===== config.mk =====
export PLATFORM = sky130hd
export DESIGN_NAME = weight_writeback
export DESIGN_NICKNAME = d
export VERILOG_FILES = /design/src/rtl/weight_writeback.sv
export SDC_FILE = /design/constraint.sdc
export NUM_CORES = 1
export LEC_CHECK = 0
export CORE_MARGIN = 2
export CORE_UTILIZATION = 45
export DETAILED_ROUTE_END_ITERATION = 6
export MAX_ROUTING_LAYER = met4
export PLACE_DENSITY = 0.69
export SLEW_MARGIN = 20
export SYNTH_ARGS = -nofsm -noshare
export SYNTH_HDL_FRONTEND = slang
export SYNTH_SLANG_ARGS = --single-unit

===== constraint.sdc =====
create_clock -name clk -period 3.5 [get_ports clk]
set_clock_uncertainty 0.2 [all_clocks]
set_input_delay 0.525 -clock clk [delete_from_list [all_inputs] [get_ports clk]]
set_output_delay 0.525 -clock clk [all_outputs]
set_load 0.03 [all_outputs]

===== src/rtl/weight_writeback.sv =====
// weight_writeback: buffers updated-weight beats from the SGD stage in a small
// FIFO and drains them to the weight memory as chunk-addressed write requests.
// Each entry carries the chunk index it was tagged with on arrival, so a dropped
// beat never shifts the addresses of the beats that follow it.
//
// Handshakes (both sides): a transfer happens on a rising edge where valid and
// ready are both 1. Input side: push = in_valid & in_ready. Memory side:
// pop = mem_wr_en & mem_ready. While mem_wr_en is 1 and mem_ready is 0 the
// request (mem_addr/mem_wdata) is held unchanged. An in_valid beat seen with
// in_ready=0 is discarded and recorded in the sticky overflow flag.
module weight_writeback #(
  parameter int bitwidth    = 16,
  parameter int size        = 4,
  parameter int NumCycle    = 8,
  parameter int logNumCycle = 3,
  parameter int depth       = 4,
  parameter int logDepth    = 2
) (
  input  logic                        clk,
  input  logic                        rst,
  input  logic                        in_valid,
  input  logic [bitwidth*size-1:0]    data_in,
  output logic                        in_ready,
  input  logic                        mem_ready,
  output logic                        mem_wr_en,
  output logic [logNumCycle-1:0]      mem_addr,
  output logic [bitwidth*size-1:0]    mem_wdata,
  output logic                        busy,
  output logic                        sample_done,
  output logic                        overflow
);

  localparam int DW = bitwidth * size;
  localparam int EW = logNumCycle + DW;

  localparam logic [logDepth:0]      DEPTH_C    = (logDepth + 1)'(depth);
  localparam logic [logDepth:0]      CNT_ONE    = (logDepth + 1)'(1);
  localparam logic [logDepth-1:0]    PTR_ONE    = logDepth'(1);
  localparam logic [logNumCycle-1:0] LAST_CHUNK = logNumCycle'(NumCycle - 1);
  localparam logic [logNumCycle-1:0] CHUNK_ONE  = logNumCycle'(1);

  // Entry storage: {chunk index, data}
  logic [EW-1:0] mem_q [depth];

  logic [logDepth-1:0]    wr_ptr_q, wr_ptr_d;
  logic [logDepth-1:0]    rd_ptr_q, rd_ptr_d;
  logic [logDepth:0]      count_q, count_d;
  logic [logNumCycle-1:0] wr_chunk_q, wr_chunk_d;
  logic                   overflow_q, overflow_d;
  logic                   sample_done_q, sample_done_d;

  logic                   not_empty;
  logic                   push, pop;
  logic [EW-1:0]          head;
  logic [logNumCycle-1:0] head_chunk;

  assign not_empty  = (count_q != '0);
  assign head       = mem_q[rd_ptr_q];
  assign head_chunk = head[EW-1 -: logNumCycle];

  // Handshake decode and next-state computation for pointers, count and flags
  always_comb begin
    pop           = not_empty & mem_ready;
    in_ready      = (count_q < DEPTH_C) | pop;
    push          = in_valid & in_ready;

    wr_ptr_d      = wr_ptr_q;
    rd_ptr_d      = rd_ptr_q;
    count_d       = count_q;
    wr_chunk_d    = wr_chunk_q;
    overflow_d    = overflow_q;
    sample_done_d = 1'b0;

    if (push) wr_ptr_d = wr_ptr_q + PTR_ONE;
    if (pop)  rd_ptr_d = rd_ptr_q + PTR_ONE;

    case ({push, pop})
      2'b10:   count_d = count_q + CNT_ONE;
      2'b01:   count_d = count_q - CNT_ONE;
      default: count_d = count_q;
    endcase

    // Chunk position follows the producer, not the FIFO: dropped beats still advance it
    if (in_valid) begin
      wr_chunk_d = (wr_chunk_q == LAST_CHUNK) ? '0 : wr_chunk_q + CHUNK_ONE;
    end

    if (in_valid & ~in_ready) overflow_d = 1'b1;

    sample_done_d = pop & (head_chunk == LAST_CHUNK);
  end

  // Control state register with asynchronous reset
  always_ff @(posedge clk or posedge rst) begin
    if (rst) begin
      wr_ptr_q      <= '0;
      rd_ptr_q      <= '0;
      count_q       <= '0;
      wr_chunk_q    <= '0;
      overflow_q    <= 1'b0;
      sample_done_q <= 1'b0;
    end else begin
      wr_ptr_q      <= wr_ptr_d;
      rd_ptr_q      <= rd_ptr_d;
      count_q       <= count_d;
      wr_chunk_q    <= wr_chunk_d;
      overflow_q    <= overflow_d;
      sample_done_q <= sample_done_d;
    end
  end

  // Entry storage write; contents need no reset since count gates every read
  always_ff @(posedge clk) begin
    if (push) mem_q[wr_ptr_q] <= {wr_chunk_q, data_in};
  end

  // Memory request driven from the FIFO head, forced to zero when empty
  always_comb begin
    mem_wr_en = not_empty;
    busy      = not_empty;
    mem_addr  = '0;
    mem_wdata = '0;
    if (not_empty) begin
      mem_addr  = head_chunk;
      mem_wdata = head[DW-1:0];
    end
  end

  assign sample_done = sample_done_q;
  assign overflow    = overflow_q;

endmodule


==> flow_metrics.py <==
metrics = {
    "outcome": {
        "status": "finished, final reports clean",
    },
    "sta": {
        "final.period_utilization_pct": 97.4,
        "slew_violations": 0,
        "period_minus_slack_ns": 3.41,
        "whs_ns": 0.163,
        "maxSlewHeadroom_pct": 58.4,
        "worst_pin_slew_ns": 0.624,
        "setup_viol": 0,
        "hold_viol": 0,
        "fin_tns_setup_ns": 0,
        "rsz0062_at_grt": "yes",
        "max_freq_mhz": 293,
    },
    "floorplanning": {
        "die_w_um": 159,
        "start_util_pct": 45.8,
        "die_area_um2": 25100,
        "rows": 56,
        "pin_count": 140,
        "die_y_um": 159,
        "core_um2": 23500,
    },
    "clock_tree": {
        "clk_latency_ns": 0.54,
        "path_clk_slew_ns": 0.06,
        "cts_buffer_depth": 3,
        "clockRootBuffer": "clkbuf_16",
        "cts_tree": "yes",
        "cts.sinks": 280,
        "hold_buffers": 0,
        "ctsHtreeMaxLevel": 1,
        "cts-buffers-inserted": 29,
    },
    "layout": {
        "fin_nets": 716,
        "syn_to_final_growth_pct": 26.9,
        "ff_latch_area_um2": 8360,
        "multi_input_area_um2": 2240,
        "drive_above_1_share_pct": 20.4,
        "fillers": 1731,
        "final_cells": 977,
        "antennaDiodeCount": 0,
    },
    "setup_path": {
        "cp-startpoint": "rd_ptr_q[0]",
        "reg2reg_from": "count_q[2]",
        "critPathArrivalTime_ns": 2.69,
        "startpoint_type": "flop",
        "endpoint_kind": "output port",
        "required_ns": 2.77,
        "worstPathCellList": "buf_16 > mux4_2 > and2_1 > clkdlybuf4s50_1",
        "crit_fanout": 28,
        "crit_type": "flop to output port",
        "crit_slowest_cell": "clkdlybuf4s50_1",
        "cpPeakStageDelay_ns": 0.59,
        "cp_num_buf_inv": 2,
        "path_delay_family": "buffers and inverters",
    },
    "logic_synthesis": {
        "syn_area_um2": 10800,
        "ys_ff_latch": 280,
        "ys_types": 28,
        "syn_avg_cell_area_um2": 22.4,
        "synthTopCellsByArea": "edfxtp_1, mux4_2, and2_1",
        "yosysWarnings": 0,
        "netlist.area_leader.share_pct": 74.8,
        "synth_top_area_cell": "edfxtp_1",
        "syn-num-nets": 557,
        "syn-instance-count": 481,
        "ys_seq_area_share_pct": 77.6,
    },
    "grt": {
        "grt_max_degree": 62,
        "track_usage_pct": 17.2,
        "grt_first_pass_wirelength_um": 31400,
        "antenna_found_initial": 0,
        "grt_pass1_vias": 5637,
        "grt_remaining_overflow": 0,
    },
    "routing": {
        "ant_nets": 0,
        "dr_total_vias": 5076,
        "wirelength_um": 20600,
        "via_per_inst": 5.20,
        "wl_per_cell_um": 21.1,
        "drtIter0Drc": 270,
        "drc": 0,
        "first_pass_iters": 5,
    },
    "placement": {
        "dp_hpwl_um": 12300,
        "gp_congestion": 0.710,
        "port_buffers": 139,
        "dp_cells": 927,
    },
    "pwr": {
        "p_leak_uw": 0.00476,
        "vdd_drop_max_uv": 512,
        "power.density_nw_per_um2": 921,
    },
    "hold_path": {
        "hold_class": "input pin to asynchronous set/reset pin",
    },
    "flow_run": {
        "max_cap_viol_count": 0,
    },
}
## state kept, by name, indices dropped and copies added (netlist names)
signal,cells
sample_done,1
wr_chunk_q,3
count_q,3
mem_q,268
wr_ptr_q,2
overflow,1
rd_ptr_q,2
## cells in the final DEF (no fill, tap or decap), types with 2 or more instances in the layout
cell,netlist,routed
xor2_1,3,3
clkinv_1,0,3
clkinv_2,0,7
clkinvlp_4,0,2
and3_4,0,4
clkbuf_16,0,29
clkbuf_1,13,3
dfrtp_4,0,2
ha_1,7,7
edfxtp_1,268,268
inv_1,8,8
mux2_2,2,2
buf_4,2,4
xnor2_1,3,3
dlymetal6s2s_1,0,29
buf_12,2,7
dfrtp_1,12,10
inv_6,0,2
buf_16,0,2
and2_1,68,68
bufinv_16,0,3
mux4_2,67,67
clkdlybuf4s50_1,0,110
## per-layer routing
metal	wire length (µm)	up-vias	GRT usage, %
met5	0	-	-
met4	431	0	5.06
met3	1070	31	2.34
met2	10700	153	29.3
met1	8380	2644	21.7
li1	-	2248	-
## metrics by stage
| step | cell area (µm²) | setup WS (ns) | utilization [%] | power [µW] |
|---|---|---|---|---|
| finish | 13700 | 0.0894 | 58.2 | 12600 |
| global route | 13700 | -0.0269 | 58.2 | 13100 |
| CTS | 13600 | 0.00500 | 57.8 | 12800 |
| detailed placement | 12600 | 0.492 | 53.8 | 9810 |
| global placement | 12600 | 0.538 | 53.8 | 9730 |
| floorplan | 10800 | 0.144 | - | 7860 |
## final cells by class
class | count | area share (%)
Clock inverter | 17 | 1.24
Multi-Input combinational cell | 167 | 16.4
Sequential cell | 280 | 61.2
Clock buffer | 32 | 5.40
Inverter | 8 | 0.220
Tap cell | 319 | 2.92
Timing Repair Buffer | 154 | 12.6
## kinds of logic (layout without fill, tap and decap cells)
family | count (synthesis) | in the layout | synth area share [%]
AOI/OAI and AO/OA | 4 | 4 | 0.268
xor gates and xnor gates | 6 | 6 | 0.489
adders and majority gates | 8 | 8 | 1.00
buffers and inverters | 34 | 211 | 1.72
DFF | 280 | 280 | 77.6
muxes | 70 | 70 | 14.3
and+or+nand+nor | 79 | 79 | 4.55
## path summary, 6_finish.rpt
check	cells after the start	slack (ns)	end
min reg2reg	1	0.30	overflow
max reg2reg	9	1.23	count_q[2]
max in group asynchronous	2	2.54	rd_ptr_q[1]
max	4	0.09	mem_wdata[27]
min	2	0.16	rd_ptr_q[0]
min in group clk	1	0.30	overflow
## what timing repair did
item,4_1_cts,5_1_grt
gates resized for setup,1,32
pin swaps,0,0
setup endpoints to repair,48,32
endpoints found under the hold margin,0,0
setup buffers,1,0
cloned,0,0
## power breakdown
group | switching, µW | internal (µW)
clock | 1190 | 1730
combinational | 2730 | 2360
sequential | 230 | 4330
## synth_stat cells, drive strengths merged
cell,number
o21ai,1
nand2b,1
fa,1
edfxtp,268
and2,68
and4,1
inv,8
xor2,3
a21o,1
ha,7
nor2,1
mux4,67
and3,4
nand2,1
or3,1
o21bai,1
nand3,1
xnor2,3
buf,13
clkbuf,13
dfrtp,12
nor3,1
mux2,2
o31a,1
mux2i,1
No activity file was read; power rests on OpenSTA's default activity.
